## src/rtl/vga_timing_gen.sv

```systemverilog
// rtl/vga_timing_gen.sv - VGA raster timing: pixel strobe, x/y counters, syncs, active video, frame tick
module vga_timing_gen #(
    parameter int   CLK_DIV     = 2,
    parameter int   H_ACTIVE    = 640,
    parameter int   H_FP        = 16,
    parameter int   H_SYNC      = 96,
    parameter int   H_BP        = 48,
    parameter int   V_ACTIVE    = 480,
    parameter int   V_FP        = 10,
    parameter int   V_SYNC      = 2,
    parameter int   V_BP        = 33,
    parameter logic SYNC_ACTIVE = 1'b0
) (
    input  logic       clk,
    input  logic       rst,
    output logic       pix_clk,
    output logic [9:0] x,
    output logic [9:0] y,
    output logic       video_on,
    output logic       hsync,
    output logic       vsync,
    output logic       frame_tick
);

    localparam int H_TOTAL = H_ACTIVE + H_FP + H_SYNC + H_BP;
    localparam int V_TOTAL = V_ACTIVE + V_FP + V_SYNC + V_BP;
    localparam int DIV_W   = (CLK_DIV > 1) ? $clog2(CLK_DIV) : 1;

    localparam logic [DIV_W-1:0] DIV_LAST = DIV_W'(CLK_DIV - 1);
    localparam logic [9:0]       H_LAST   = 10'(H_TOTAL - 1);
    localparam logic [9:0]       V_LAST   = 10'(V_TOTAL - 1);
    localparam logic [9:0]       V_ACT10  = 10'(V_ACTIVE);

    // Decode bounds are 11 bits so an end bound of exactly 1024 stays representable.
    localparam logic [10:0] H_ACT_END = 11'(H_ACTIVE);
    localparam logic [10:0] HS_START  = 11'(H_ACTIVE + H_FP);
    localparam logic [10:0] HS_END    = 11'(H_ACTIVE + H_FP + H_SYNC);
    localparam logic [10:0] V_ACT_END = 11'(V_ACTIVE);
    localparam logic [10:0] VS_START  = 11'(V_ACTIVE + V_FP);
    localparam logic [10:0] VS_END    = 11'(V_ACTIVE + V_FP + V_SYNC);

    if (H_TOTAL > 1024 || V_TOTAL > 1024) begin : g_bad_total
        $error("vga_timing_gen: H_TOTAL and V_TOTAL must not exceed 1024");
    end
    if (CLK_DIV < 1 || CLK_DIV > 16) begin : g_bad_div
        $error("vga_timing_gen: CLK_DIV must be in 1..16");
    end

    logic [DIV_W-1:0] div;
    logic [9:0]       x_next;
    logic [9:0]       y_next;
    logic [10:0]      x_ext;
    logic [10:0]      y_ext;

    always_comb begin
        x_next = x;
        y_next = y;
        if (pix_clk) begin
            if (x == H_LAST) begin
                x_next = 10'd0;
                y_next = (y == V_LAST) ? 10'd0 : y + 10'd1;
            end else begin
                x_next = x + 10'd1;
            end
        end
    end

    assign x_ext = {1'b0, x_next};
    assign y_ext = {1'b0, y_next};

    // Sync/video decodes use next-state counters so they land on the same edge as x/y.
    always_ff @(posedge clk or negedge rst) begin
        if (!rst) begin
            div        <= '0;
            pix_clk    <= 1'b0;
            x          <= 10'd0;
            y          <= 10'd0;
            video_on   <= 1'b1;
            hsync      <= ~SYNC_ACTIVE;
            vsync      <= ~SYNC_ACTIVE;
            frame_tick <= 1'b0;
        end else begin
            div        <= (div == DIV_LAST) ? '0 : div + DIV_W'(1);
            pix_clk    <= (div == DIV_LAST);
            x          <= x_next;
            y          <= y_next;
            video_on   <= (x_ext < H_ACT_END) && (y_ext < V_ACT_END);
            hsync      <= (x_ext >= HS_START && x_ext < HS_END) ? SYNC_ACTIVE : ~SYNC_ACTIVE;
            vsync      <= (y_ext >= VS_START && y_ext < VS_END) ? SYNC_ACTIVE : ~SYNC_ACTIVE;
            // Only an advancing edge can arrive at (0,V_ACTIVE), so the pulse is one clk wide.
            frame_tick <= pix_clk && (x_next == 10'd0) && (y_next == V_ACT10);
        end
    end

endmodule

```

## config.mk

```make
export PLATFORM = sky130hd
export DESIGN_NAME = vga_timing_gen
export DESIGN_NICKNAME = d
export VERILOG_FILES = /design/src/rtl/vga_timing_gen.sv
export SDC_FILE = /design/constraint.sdc
export NUM_CORES = 1
export LEC_CHECK = 0
export BUFFER_PORTS_ARGS = -buffer_cell sky130_fd_sc_hd__buf_2
export CAP_MARGIN = 20
export CORE_UTILIZATION = 40
export DETAILED_ROUTE_END_ITERATION = 10
export GPL_ROUTABILITY_DRIVEN = 0
export HOLD_SLACK_MARGIN = 0.1
export PLACE_DENSITY = 0.65
export SETUP_SLACK_MARGIN = 0.3
export SYNTH_ARGS = -nofsm -noshare
export SYNTH_HDL_FRONTEND = slang
export SYNTH_SLANG_ARGS = --single-unit
```

## constraint.sdc

```tcl
create_clock -name clk -period 4.85 [get_ports clk]
set_clock_uncertainty 0.2 [all_clocks]
set_input_delay 0 -clock clk [delete_from_list [all_inputs] [get_ports clk]]
set_output_delay 0 -clock clk [all_outputs]
set_load 0.1 [all_outputs]
```

# --- Word-level counts from Yosys, hierarchy flattened ---
# Cells that the tools add are included.
totals:
  output_inout_bits: 25
  input_bits: 2
  wordCells: 34
  reg_bits: 26
classes:
  mux: 8
  n_reduce_logical: 6
  order_cmp: 6
  eq_ne: 3
  add_sub_neg: 3
op_table:
  columns: ["operator", "count"]
  rows:
  - ["$mux 10", 5]
  - ["$add 10x1->10 const B", 2]
  - ["$eq 10x10->1 const B", 2]
  - ["$lt 10x10->1 const B", 2]
  - ["$lt 10x9->1 const B", 2]
  - ["$eq 10x9->1 const B", 1]
  - ["$ge 10x10->1 const B", 1]
  - ["$ge 10x9->1 const B", 1]
  - ["$logic_not 10->1", 1]
  - ["$logic_and 1x1->1", 5]
  - ["$mux 1", 3]
  - ["$add 1x1->1 const B", 1]

# --- Depth between registers and ports, before layout ---
# Gate-level depths: netlist of the first run.
logic_depth:
  depth_word: 7
  ltp_mapped: 8
  depth_no_buf: 7

# --- Worst setup path after synthesis of the first run ---
# Ideal clock, no wire load.
synth_path:
  path_type: "register to register"
  start: "register x[0]"
  end: "register frame_tick"
  period_less_slack_ps: 2995
  path_slack_ps: 1855
  setup_ps: 67
  arrival_ps: 2728
  required_time_ps: 4583
  path_stages_with_launch: 7
  path_buffers: 0
  path_cell_list: "dfrtp_1 -> ha_1 -> nand4_4 -> or4_1 -> o21ai_1 -> nor4b_1 -> o2111a_1"
synth_between:
  elab_chain_cells: 6
  elab_cells_between_ends: 10
  classes_between: "add/sub: 1; eq/ne: 2; mux: 4; reduce/logical: 3"
synth_lines:
  columns: ["item", "line", "source"]
  rows:
  - ["from (decl)", "17", "output logic [9:0] x,"]
  - ["from (signal assigned)", "85", "x <= x_next;"]
  - ["$add 10x1->10 / $eq 10x10->1 (equally long branches)", "63, 59", null]
  - ["$mux 10", "59", "if (x == H_LAST) begin"]
  - ["$mux 10", "58", "if (pix_clk) begin"]
  - ["$logic_not 10->1", "91", "frame_tick <= pix_clk && (x_next == 10'd0) && (y_next == V_ACT10);"]
  - ["$logic_and 1x1->1", "91", null]
  - ["$logic_and 1x1->1 (*)", "91", null]
  - ["to (signal assigned)", "91", null]
  - ["to (decl)", "22", "output logic frame_tick"]
# Mark *: on every way between the ends. The rest lies on a longest branch, timed or not.

# --- Worst setup path after layout of the first run ---
# Same ends and word-level chain as after synthesis.

==> out/results.txt, run 1 <==
The worst setup path is launched from a flip-flop. Of all cell types, the one taking the most synthesized area is dfrtp_1. For this run, design rule violations remaining after detail routing come to 0.

Among all stages on the critical path, the largest delay is contributed by nor4_4. Once routing completed, OpenROAD measured the worst setup slack at 1962 ps. The run gives 1 as the depth of the CTS H-tree. The logs give 1173 for the via count of the first global-routing pass and 0 ps for the summed negative setup slack over all endpoints. Worst reg2reg path depth: 7. The worst-case IR drop observed on VDD is 0.08684 mV.

The mean cell area of the mapped netlist is 10.14 um^2, and the maximum buffer depth of the clock tree is 2. After global routing the overflow that remains totals 0. The logs give 350.5 uW for the power after layout and 0 for the count of synthesis-stage warnings from yosys. For this run, the register share of the synthesized area comes to 44.21%. The critical path is of the reg2reg type. Input and output buffers added on the ports amount to 26. The detail-routed net length per standard cell was 15.49 um. The via density per instance works out to 5.539. The vertical die dimension is 62.83 um, and the final non-filler cell area is 1715 um^2.

Among cell families on the critical path, the largest total delay comes from simple AND/OR/NAND/NOR gates. The path class of the tightest hold or removal check is reg2reg. Number of enable flip-flop cells after synthesis: 0. Summing every instance area after synthesis gives 1480 um^2.

The required time of the critical path is 4820 ps, and the number of distinct library cells after synthesis is 46. The post-layout minimum cycle time works out to 2888 ps. The clock sink count came out at 26.

Counting every net in the synthesized netlist gives 151. Most frequently used flop master after synthesis: dfrtp_1. The maximum number of pins on one net before global-route repair came out at 24.

The number of setup violations in the final report is 0, and the delay of the slowest cell on the worst path is 700 ps. The worst hold slack is 180.4 ps. The global-route wire length before repair is 5.927 mm, and the total via count after detailed routing is 1213. The wire-length estimate of the detail-placed layout is 2.414 mm. The chip width was 62.83 um. The tools report the final hold violation count as 0.

TritonCTS built the clock tree. The post-cts resize count came out at 0. The critical path runs through a total of 7 cells. In the synthesized netlist, the number of instances is 146. 0 antenna diodes ended up in the layout. The power density normalized to cell area was 204.3 nW/um^2. The run gives 270 ps as the clock network latency to the later pin of the worst-skew pair. The run gives 212 as the number of placed instances with taps included.

For the number of max-slew violations in the final report, the log shows 0. In this run the cell area measured after placement is 1630 um^2. The total area inside the core boundary comes to 3442 um^2.

The die footprint was 3948 um^2. The root buffer cell chosen for the clock tree is clkbuf_8. Max-cap violations in this run came to 0. The starting density of the core is 43.00%. Data on the critical path arrives at its endpoint at 2850 ps. Along the worst hold path, the cell count comes to 0. Setup repair after global routing left no endpoint under its margin. The static leakage was 0.7719 nW. The peak fanout along the critical path is 14, and the number of DRC markers after the initial detailed-route iteration is 104. Before CTS, the worst setup slack after placement is 2021 ps. Top-area cell type share of the netlist area: 38.88%. The global-route usage over all layers is 18.87%. The clock transition at the registers of the reported paths came out at 90 ps. Layout-stage area growth over the synthesis result: 15.89%. The flip-flop and latch count after synthesis is 26, and the total CTS buffers is 3.

The first TritonRoute pass finished after 4 iterations. At the end of the flow, the number of nets in the layout was 179. After synthesis, the share of flip-flops with an asynchronous set or reset is 100.0%. Excluding fillers, the count of instances in the completed layout stands at 219. After synthesis, the cell types taking the most area are dfrtp_1 (39%), dfstp_2 (5.3%), xnor2_1 (4.7%), nand2_1 (3.0%), xor2_1 (3.0%). In the finished design, the share of the clock period the worst path needs comes to 59.54%. The number of buffers and inverters on the critical path is 0. The routed wire length was 3.393 mm; the count of filler cells inserted in the layout was 326.

The signal on the critical path passes through ha_1, nand4_4, nor4_4, nand2b_1, a21o_1, and4_1, o2111a_1. STA classifies the critical path endpoint as a flip-flop. The number of antenna violations at the first check in global routing is 0, and the number of core rows is 21. The run finished with clean final reports. Cells with a size suffix above 1 make up 22.54% of the layout. In this run the remaining antenna-violating nets after routing total 0. The slew at the pin with the worst max-slew slack was 754.8 ps; the highest clock frequency the design can meet was 0.3463 GHz. The logs give 654.4 um^2 for the storage element area and 49.84% for the share of the core filled with cells.

Measured against its own limit, the worst slew margin works out to 49.30%. In the final layout, the multi-input gates occupy 750.7 um^2. In this run the count of I/O pins placed on the die edge is 27.
[per-layer routing]
metal	up-vias	GRT usage (%)	wire, um
li1	589	-	-
met1	578	25.90	1567
met2	40	30.43	1633
met3	6	2.372	147
met4	0	6.686	44
met5	-	0	0
[cell type report]
cell class	count	area share [%]
inverters	10	2.188
multi-input cells	104	43.76
flip-flops and latches	26	38.15
clock buffers	4	2.626
repair buffers	29	9.920
well taps	46	3.355
[sequential cells by signal, indices dropped and copies added, names as in the netlist]
register	cells
frame_tick	1
x	10
div	1
video_on	1
y	10
hsync	1
vsync	1
pix_clk	1
[what timing repair did]
item / CTS / global route
hold buffers: 3 / 0
hold endpoints to repair: 26 / 0
buffers inserted: 0 / 0
[final timing paths]
path                       start    endpoint  slack, ps
hold / removal               div     pix_clk        180
max in group asynchronous    rst        x[9]       3690
setup reg to reg            x[0]  frame_tick       1960
min in group asynchronous    rst       vsync        610
hold reg to reg              div     pix_clk        180
setup / recovery            x[0]  frame_tick       1960
[synth_stat cells, types with 2 or more instances]
cell and n:
nand4b_1 3, nand2_1 12, nand4bb_1 2, and3_1 3
nor4b_1 2, nor4_1 5, inv_1 10, nand2b_1 2
a21o_1 2, buf_2 3, nand3_1 3, nor2_1 9
xor2_1 5, a31oi_1 4, o21ai_0 3, and4_1 2
xnor2_1 8, o31ai_1 2, o21ai_1 5, dfrtp_1 23
ha_1 3, dfstp_2 3, or3_1 2, nand4_1 4
or4_1 2, nor3_1 4
[cell families (layout without fill, tap and decap cells)]
family                   count (synthesis)  in the layout  share of synthesized area [%]
buffers and inverters                   16             43                          5.072
XOR/XNOR                                14             14                          8.792
AND/OR/NAND/NOR                         63             63                          28.23
flip-flops                              26             26                          44.21
adder cells (fa/ha/maj)                  3              3                          2.536
AO/OA/AOI/OAI                           23             23                          10.48
multiplexers                             1              1                         0.6763
[power breakdown]
| group | switching, mW | internal [mW] |
|---|---|---|
| Combinational | 0.00495 | 0.00296 |
| Clock | 0.0670 | 0.0589 |
| Sequential | 0 | 0.217 |
| Total | 0.0720 | 0.279 |
[cell usage in the layout, fill, tap and decap left out, types with 3 or more instances in the layout]
cell type  synthesis  routed
nand4_1            4       4
and3_1             3       3
ha_1               3       3
nor3_1             4       4
clkbuf_8           0       3
a31oi_1            4       4
inv_1             10      10
nand2_1           12      12
dfrtp_1           23      23
nand4b_1           3       3
nor2_1             9       9
nor4_1             5       5
o21ai_1            5       5
dfstp_2            3       3
buf_2              3      26
xnor2_1            8       8
nand3_1            3       3
xor2_1             5       5
o21ai_0            3       3
Power figures use the tool's default switching activity.
==> run 2, diff against run 1 <==
==> constraint.sdc (replaced) <==
create_clock -name clk -period 2.8 [get_ports clk]
set_clock_uncertainty 0.2 [all_clocks]
set_input_delay 0 -clock clk [delete_from_list [all_inputs] [get_ports clk]]
set_output_delay 0 -clock clk [all_outputs]
set_load 0.1 [all_outputs]
==> run 2 against run 1 <==
Compared with the run above: first-iteration DRC count is 42% lower; register-to-register slack worse by 1500 ps; flip-flop and latch count stayed put; non-clock buffer count increased by 3; die area unchanged; clock-buffer cell count decreased by 1; global-route usage down 0.40 points; combinational power is 72% higher; cell count rose by 1.4%; core utilization rose by 3.1 points; sequential share of layout area is 0.40 points lower; critical path depth grew 1.
==> out/results.txt, run 2 (synthesis gave the netlist of run 1 again) <==
For this design the static power due to leakage is 0.7743 nW. For this design the top-level I/O count stands at 27. The clock passes through at most 2 buffers. VDD sags by at most 0.1847 mV. Derived from the worst setup path, the maximum achievable clock frequency is 0.4255 GHz.

The cell sitting at the root of the clock tree is a clkbuf_8. The required time of the critical path was 2820 ps; the critical path data arrival time was 2370 ps. Fill cells in the final layout number 310. The tools report the final hold violation count as 0. The endpoint class of the critical path was a flip-flop.

In the layout the commonest cells are buf_2 (26), nand2_1 (12), inv_1 (10), nor2_1 (9), dfrtp_2 (9). The later pin in the worst-skew pair is clocked with a latency of 280 ps. The layout-stage area growth over the synthesis result is 23.16%, and the via count of the first global-routing pass is 1204. Traced cell by cell, the critical path runs through ha_4, nand4_4, nor4_4, buf_4, a41o_1, and4b_1, and4_1, o2111a_1. Summed over all nets, the half-perimeter wirelength after detailed placement is 2.387 mm.

The placed instances occupy a cell area of 1684 um^2. Setup violations remaining at the end of the flow were counted as 0. Subtracting the final worst setup slack from the clock period gives 2350 ps. After detailed routing, the number of vias per cell comes to 5.590. The fraction of final layout cells with drive strength greater than 1 is 34.66%. After the first detailed-routing iteration, the DRC count stood at 60. For the summed negative setup slack over all endpoints, the log shows 0 ps. The critical path starts at x[0]. The tools report the area inside the core boundary as 3442 um^2. The first-pass detailed-route iteration total is 5. The count of buffers inserted at the top-level ports works out to 26. The floorplan has 21 rows. For the relative max-transition margin, the log shows 67.32%. The detail-routed net length per standard cell was 15.28 um; the maximum number of pins on one net before global-route repair was 24. The tightest min-delay check is of the reg2reg type.

Measured along the x axis, the die boundary spans 62.83 um. In this design, the stage delay of the slowest critical-path cell is 470 ps. The critical hold path startpoint is div. The number of maximum-capacitance violations was 0; the peak fanout along the critical path was 8.

The die is 62.83 um tall. The buffers plus inverters on the worst setup path works out to 1. The net count of the finished layout is 182. The tools report the critical path startpoint category as a flip-flop. The number of antenna violations at the first check in global routing is 0.

Slew at the pin with the worst max-slew slack: 493.7 ps. For the DRC violation count after routing, the log shows 0. For this block, the routed nets add up to 3.392 mm of wire.

TritonCTS built the clock tree. The power density normalized to cell area was 383.7 nW/um^2; the depth of the CTS H-tree was 1. The number of routed nets with antenna violations came out at 0. The clock net in this run drives a total of 26 sinks.

Leaving out fill and tap cells, the most frequent cell in the layout is buf_2. Setup repair after global routing left no endpoint under its margin. The residual overflow from global routing is 0.

The first global-routing pass estimated 5.775 mm of wire. The number of max-slew violations in the final report is 0, and the clock transition at the registers of the reported paths is 100 ps. The routed layout has 1241 vias. Final non-filler cell area: 1823 um^2.

The largest registers in the layout are x (10), y (10). The startpoint identified for the worst register-to-register timing path is x[0]. Global routing used 18.47% of the available tracks.

Critical path's slowest cell: dfrtp_4. The starting density of the core came out at 43.00%. Grouping stages by cell kind, the critical path spends the most delay in simple AND/OR/NAND/NOR gates. The total CTS buffers was 3; the fraction of the cycle the final worst path needs was 83.93%.

The worst setup path is of the reg2reg kind. The floorplan step defined a die boundary enclosing 3948 um^2. The run finished with clean final reports.

The repair_antennas step left the layout with diodes totalling 0.
run 2: changes by cell type in the layout (fill, tap and decap cells not counted):
cell	delta
nor4b_1	-1
nor4b_2	+1
dfrtp_2	+9
buf_4	+3
nor4_2	+1
dfrtp_1	-15
dfrtp_4	+6
clkbuf_1	-1
bufinv_16	+1
ha_4	+1
ha_1	-1
nor4_1	-1
run 2: timing repair:
| action | in CTS | in global routing |
|---|---|---|
| buffers inserted | 0 | 2 |
| hold buffers | 3 | 0 |
| setup endpoints to repair | 0 | 2 |
| resized for setup | 0 | 2 |
| endpoints found under the hold margin | 26 | 0 |
run 2: report_power, final:
| part | total [mW] | internal [mW] | switching, mW |
|---|---|---|---|
| Sequential | 0.375 | 0.375 | 0 |
| Combinational | 0.0136 | 0.00514 | 0.00847 |
| Clock | 0.311 | 0.191 | 0.119 |
run 2: final cells by class:
type	instances	area (um^2)	share of cell area (%)
tap	46	57.56	3.157
clock inverter	1	30.03	1.647
multi-input combinational	104	775.7	42.55
clock buffer	3	41.29	2.265
inverter	10	37.54	2.059
sequential	26	688.2	37.75
timing repair buffer	32	192.7	10.57
run 2: through the flow:
| stage | hold WS, ps | worst slack, ps | util (%) | power [mW] | std cells |
|---|---|---|---|---|---|
| 6_report | 188.5 | 449.8 | 52.96 | 0.6994 | 222 |
| 4_1_cts | 192.1 | 329.5 | 52.16 | 0.7134 | 220 |
| 2_1_floorplan | -495.6 | 329.8 | - | 0.3828 | 146 |
| 3_3_place_gp | -171.5 | 364.4 | 48.93 | 0.3908 | 213 |
| 3_5_place_dp | -157.3 | 334.1 | 48.93 | 0.3912 | 213 |
| 5_1_grt | 206.6 | 330.8 | 52.96 | 0.7313 | 222 |
run 2: worst paths after layout:
path                            cells after the start  slack (ps)    endpoint
worst max-delay path                                8         450  frame_tick
worst min-delay path                                0         190     pix_clk
worst max register to register                      8         450  frame_tick
worst min register to register                      0         190     pix_clk
max in group asynchronous                           4        1610     pix_clk
min in group asynchronous                           3         610       hsync
run 2: worst reg2reg max path: cells and delay by family (launching register included):
kind / cells / cell delay (ps)
and+or+nand+nor: 4 / 920
DFF: 1 / 470
AOI/OAI and AO/OA: 2 / 350
adders and majority gates: 1 / 180
buffers and inverters: 1 / 180
run 2: per-layer routing:
metal	vias to the layer above	wire length [um]	track usage (%)
met5	-	0	0
met4	0	40	6.686
met3	4	195	4.015
met2	46	1610	29.62
met1	596	1546	24.31
li1	595	-	-
